## src/rtl/mem_port_arbiter.sv

```systemverilog
`default_nettype none
// ============================================================================
// Module   : mem_port_arbiter
// Purpose  : Shares one single-port memory between instruction fetch (IF) and
//            load/store (DM). DM has priority, with anti-starvation for IF.
// Revision : 1.0 - initial release
// ============================================================================
module mem_port_arbiter #(
    parameter int ADDR_W   = 32,
    parameter int DATA_W   = 32,
    parameter int MAX_WAIT = 4
) (
    input  logic              clk,
    input  logic              rst,
    input  logic              if_req_i,
    input  logic [ADDR_W-1:0] if_addr_i,
    output logic              if_valid_o,
    output logic [DATA_W-1:0] if_rdata_o,
    input  logic              dm_req_i,
    input  logic              dm_we_i,
    input  logic [ADDR_W-1:0] dm_addr_i,
    input  logic [DATA_W-1:0] dm_wdata_i,
    output logic              dm_valid_o,
    output logic [DATA_W-1:0] dm_rdata_o,
    output logic              mem_req_o,
    output logic              mem_we_o,
    output logic [ADDR_W-1:0] mem_addr_o,
    output logic [DATA_W-1:0] mem_wdata_o,
    input  logic              mem_ack_i,
    input  logic [DATA_W-1:0] mem_rdata_i,
    output logic              stall_o
);

    localparam int                 c_CNT_W    = $clog2(MAX_WAIT + 1);
    localparam logic [c_CNT_W-1:0] c_MAX_WAIT = c_CNT_W'(MAX_WAIT);
    localparam logic [c_CNT_W-1:0] c_CNT_ONE  = c_CNT_W'(1);

    typedef enum logic [1:0] {
        S_IDLE = 2'd0,
        S_BUSY = 2'd1,
        S_RESP = 2'd2
    } state_e;

    typedef enum logic {
        OWN_IF = 1'b0,
        OWN_DM = 1'b1
    } owner_e;

    state_e              state_q,     state_d;
    owner_e              owner_q,     owner_d;
    logic [c_CNT_W-1:0]  wait_cnt_q,  wait_cnt_d;
    logic                mem_req_q,   mem_req_d;
    logic                mem_we_q,    mem_we_d;
    logic [ADDR_W-1:0]   mem_addr_q,  mem_addr_d;
    logic [DATA_W-1:0]   mem_wdata_q, mem_wdata_d;
    logic                if_valid_q,  if_valid_d;
    logic                dm_valid_q,  dm_valid_d;
    logic [DATA_W-1:0]   if_rdata_q,  if_rdata_d;
    logic [DATA_W-1:0]   dm_rdata_q,  dm_rdata_d;
    logic                w_dm_wins;

    // DM wins unless IF is also waiting and has already lost MAX_WAIT times in a row
    assign w_dm_wins = dm_req_i && (!if_req_i || (wait_cnt_q < c_MAX_WAIT));

    always_comb begin
        state_d     = state_q;
        owner_d     = owner_q;
        wait_cnt_d  = wait_cnt_q;
        mem_req_d   = mem_req_q;
        mem_we_d    = mem_we_q;
        mem_addr_d  = mem_addr_q;
        mem_wdata_d = mem_wdata_q;
        if_valid_d  = 1'b0;
        dm_valid_d  = 1'b0;
        if_rdata_d  = if_rdata_q;
        dm_rdata_d  = dm_rdata_q;

        case (state_q)
            S_IDLE: begin
                if (if_req_i || dm_req_i) begin
                    mem_req_d = 1'b1;
                    state_d   = S_BUSY;
                    if (w_dm_wins) begin
                        owner_d     = OWN_DM;
                        mem_we_d    = dm_we_i;
                        mem_addr_d  = dm_addr_i;
                        mem_wdata_d = dm_wdata_i;
                        if (if_req_i && (wait_cnt_q != c_MAX_WAIT)) begin
                            wait_cnt_d = wait_cnt_q + c_CNT_ONE;
                        end
                    end else begin
                        owner_d    = OWN_IF;
                        mem_we_d   = 1'b0;
                        mem_addr_d = if_addr_i;
                        wait_cnt_d = '0;
                    end
                end
            end
            S_BUSY: begin
                if (mem_ack_i) begin
                    mem_req_d = 1'b0;
                    mem_we_d  = 1'b0;
                    state_d   = S_RESP;
                    if (owner_q == OWN_DM) begin
                        dm_valid_d = 1'b1;
                        dm_rdata_d = mem_rdata_i;
                    end else begin
                        if_valid_d = 1'b1;
                        if_rdata_d = mem_rdata_i;
                    end
                end
            end
            S_RESP: begin
                state_d = S_IDLE;
            end
            default: begin
                state_d = S_IDLE;
            end
        endcase
    end

    always_ff @(posedge clk or posedge rst) begin
        if (rst) begin
            state_q     <= S_IDLE;
            owner_q     <= OWN_IF;
            wait_cnt_q  <= '0;
            mem_req_q   <= 1'b0;
            mem_we_q    <= 1'b0;
            mem_addr_q  <= '0;
            mem_wdata_q <= '0;
            if_valid_q  <= 1'b0;
            dm_valid_q  <= 1'b0;
            if_rdata_q  <= '0;
            dm_rdata_q  <= '0;
        end else begin
            state_q     <= state_d;
            owner_q     <= owner_d;
            wait_cnt_q  <= wait_cnt_d;
            mem_req_q   <= mem_req_d;
            mem_we_q    <= mem_we_d;
            mem_addr_q  <= mem_addr_d;
            mem_wdata_q <= mem_wdata_d;
            if_valid_q  <= if_valid_d;
            dm_valid_q  <= dm_valid_d;
            if_rdata_q  <= if_rdata_d;
            dm_rdata_q  <= dm_rdata_d;
        end
    end

    assign mem_req_o   = mem_req_q;
    assign mem_we_o    = mem_we_q;
    assign mem_addr_o  = mem_addr_q;
    assign mem_wdata_o = mem_wdata_q;
    assign if_valid_o  = if_valid_q;
    assign if_rdata_o  = if_rdata_q;
    assign dm_valid_o  = dm_valid_q;
    assign dm_rdata_o  = dm_rdata_q;
    assign stall_o     = (if_req_i && !if_valid_q) || (dm_req_i && !dm_valid_q);

endmodule
`default_nettype wire

```

## config.mk

```make
export PLATFORM = sky130hd
export DESIGN_NAME = mem_port_arbiter
export DESIGN_NICKNAME = d
export VERILOG_FILES = /design/src/rtl/mem_port_arbiter.sv
export SDC_FILE = /design/constraint.sdc
export NUM_CORES = 1
export LEC_CHECK = 0
export BUFFER_PORTS_ARGS = -buffer_cell sky130_fd_sc_hd__buf_2
export CORE_UTILIZATION = 52
export CTS_BUF_LIST = sky130_fd_sc_hd__clkbuf_4
export DETAILED_ROUTE_END_ITERATION = 8
export GPL_TIMING_DRIVEN = 0
export PLACE_DENSITY = 0.93
export REMOVE_ABC_BUFFERS = 1
export SLEW_MARGIN = 20
export SYNTH_ARGS = -nofsm -noshare
export SYNTH_HDL_FRONTEND = slang
export SYNTH_SLANG_ARGS = --single-unit
```

## constraint.sdc

```tcl
create_clock -name clk -period 12 [get_ports clk]
set_input_delay 1.2 -clock clk [delete_from_list [all_inputs] [get_ports clk]]
set_output_delay 1.2 -clock clk [all_outputs]
set_load 0.02 [all_outputs]
```

==> run metrics <==
GRT Overall Usage=23.7%; synth-to-layout area growth=30.9%; Clock Skew=15.2 ps; vias per inst=5.09; initial DRC count=135; Crit path largest cell delay=180 ps; Area contributors post-synth=dfrtp_1, mux2_2, mux2_4, buf_12, buf_6; post-synth cell types=25; Cell Area, Synth=5730 sq um; most frequent CP cell=buf_2; CP Class=input pin to output pin; clock latency on the worst-skew pair=520 ps; nets=756; # DRC=0; top-area cell type share of the netlist area=60.2%; Hold Path Sink=mem_req_o$_DFFE_PP0P_; sequential area share after synthesis=60.2%; drt wl/cell=17.0 um; Final WS setup=9020 ps; CTS resizes=0; min-delay src=mem_req_o$_DFFE_PP0P_; Worst Path Required=10800 ps; Achievable Freq=335 MHz; Ports=267; worst-margin pin slew=815 ps; n_diodes=0; worst vdd ir=172 uV; EDFF count, synth=0; Critical Path Source=if_req_i; Worst path slowest cell=buf_2; Worst Setup End Kind=output pin; Die ar.=11400 sq um; final hold violations=0; CP Max Fanout=5; Most used DFF post-synth=dfrtp_1; post-route cell area=7500 sq um; # setup viols final=0; CTS tree=done; share of layout cells above drive strength 1=73.7%; number of CTS-inserted buffers=17; final period utilization=24.8%; placer congestion estimate=0.778; CTS H-Tree Depth=4; Power Internal=1.32 mW; Routed Antenna Nets=0; Chip Height=107 um; RR Endpoint=mem_wdata_o[28]$_DFFE_PP0P_; vias in the first global route=4095; Seq cells post-synth=138; DP HPWL=9.66 mm; Combinational Power Share=46.7%; Clock power frac=15.3%; reg2reg start=wait_cnt_q[2]$_DFFE_PP0P_; Tmin final=2980 ps; Max Transition Viols Final=0; total negative slack=0 ps; Setup Buffers After CTS=0; placed cell area=7160 sq um; row cnt=37; RSZ-0062 raised after global routing=no; Clock Path Buffers=2; final design utilization=71.4%; status=finished clean; Initial Utilization=54.5%; Lkg Pwr=3.78 nW; CTS clk-pin slew, worst paths=120 ps; HP Class=flop to flop; Post-synth top cells=dfrtp_1, mux2_2, mux2_4; width of the die=107 um; DRT Wirelength=13.0 mm; largest net degree at the start of global routing=88; initial antenna violation count=0; Post-Place Worst Slack=8490 ps; via count=3906; I/O Buffers=266; Hold Path Stages=2; CP arrival=1780 ps; Switch Pwr=0.846 mW; count leader, synth=dfrtp_1; CTS sink cnt=138; share of synthesized registers carrying an async set or reset=100%; Reg2Reg Depth=3; first-pass GRT wire length=20.2 mm; Syn. warnings=0; synthesized area per cell=16.5 sq um; switching part of the total=39.0%; Root Driver=clkbuf_4; startpoint types=input pin; R2R setup slack=9930 ps; Power Total=2.17 mW; Syn Inst Count=347; power density cells=289 nW/um^2; cell taking the most area after synthesis=dfrtp_1; Worst slew margin=45.5%; share of power burned in registers=38.0%; Core ar.=10500 sq um; number of max-cap violations=0; First-pass DRT Iterations=5; total gr overflow=0; # hold bufs at CTS=0; cell chain of the critical path=buf_2 -> inv_1 -> o22ai_1 -> buf_2
worst max-delay path by stage:
stage | endpoint | slack, ps | cells past startpoint
floorplan | dm_rdata_o[0]$_DFFE_PP0P_ | 7100 | 1
global placement | mem_wdata_o[18]$_DFFE_PP0P_ | 6040 | 2
detailed placement | mem_wdata_o[28]$_DFFE_PP0P_ | 8490 | 4
CTS | stall_o | 9020 | 4
global route | stall_o | 8970 | 4
finish | stall_o | 9020 | 4
power by group through the flow:
stage | Clock (mW) | Sequential [mW] | Combinational (mW)
after global placement | 0 | 0.809 | 0.971
after floorplan | 0 | 1.10 | 0.372
after detailed placement | 0 | 0.829 | 1.02
final | 0.331 | 0.824 | 1.01
after global routing | 0.357 | 0.851 | 1.07
after CTS | 0.337 | 0.825 | 1.02
flip-flops by register name (all words and copies together), names as in the netlist:
signal       count
if_valid_o       1
dm_valid_o       1
owner_q          1
mem_req_o        1
if_rdata_o      32
mem_wdata_o     32
mem_we_o         1
mem_addr_o      32
dm_rdata_o      32
state_q          2
wait_cnt_q       3
metrics by stage:
| step | hold WS [ps] | cells |
|---|---|---|
| final | 487 | 768 |
| after global routing | 520 | 768 |
| after global placement | 456 | 733 |
| after detailed placement | 459 | 736 |
| after floorplan | 473 | 331 |
| after CTS | 488 | 767 |
layout by cell type (no fill, tap or decap), drive strengths merged:
master and count:
o21ai 4, clkbuf 19, or3b 1, dfrtp 138, nand3 1, a21boi 1
nor3 1, clkinv 7, buf 270, nand2 6, nand3b 1, o22ai 1
inv 9, and2 1, a32o 1, bufinv 4, a21o 2, ha 2
mux2 160, nand2b 1, nor2 2
routing by layer:
| layer | GRT usage (%) | vias up | part of all wire, % |
|---|---|---|---|
| met5 | 0 | - | 0 |
| met4 | 9.59 | 0 | 1.8 |
| met3 | 7.72 | 21 | 7.9 |
| met2 | 43.4 | 187 | 54 |
| met1 | 24.9 | 1927 | 36 |
| li1 | - | 1771 | - |
area by class of cell:
| class | instances | area (sq um) |
|---|---|---|
| inverters | 8 | 35.0 |
| clock inverters | 12 | 173 |
| well taps | 136 | 170 |
| clock buffers | 19 | 143 |
| flip-flops and latches | 138 | 3450 |
| repair buffers | 270 | 1430 |
| multi-input cells | 185 | 2090 |
| fillers | 693 | 3010 |
logic make-up after synthesis:
family                   synth area share, %
multiplexers                            33.3
flip-flops                              60.2
buffers and inverters                   3.43
AND/OR/NAND/NOR                         1.33
AO/OA/AOI/OAI                           1.29
adder cells (fa/ha/maj)                0.437
critical path: cells and delay by family:
family | cells | cell delay (ps)
buffers and inverters | 3 | 410
AOI/OAI and AO/OA | 1 | 160
(Power assumes the default switching activity.)
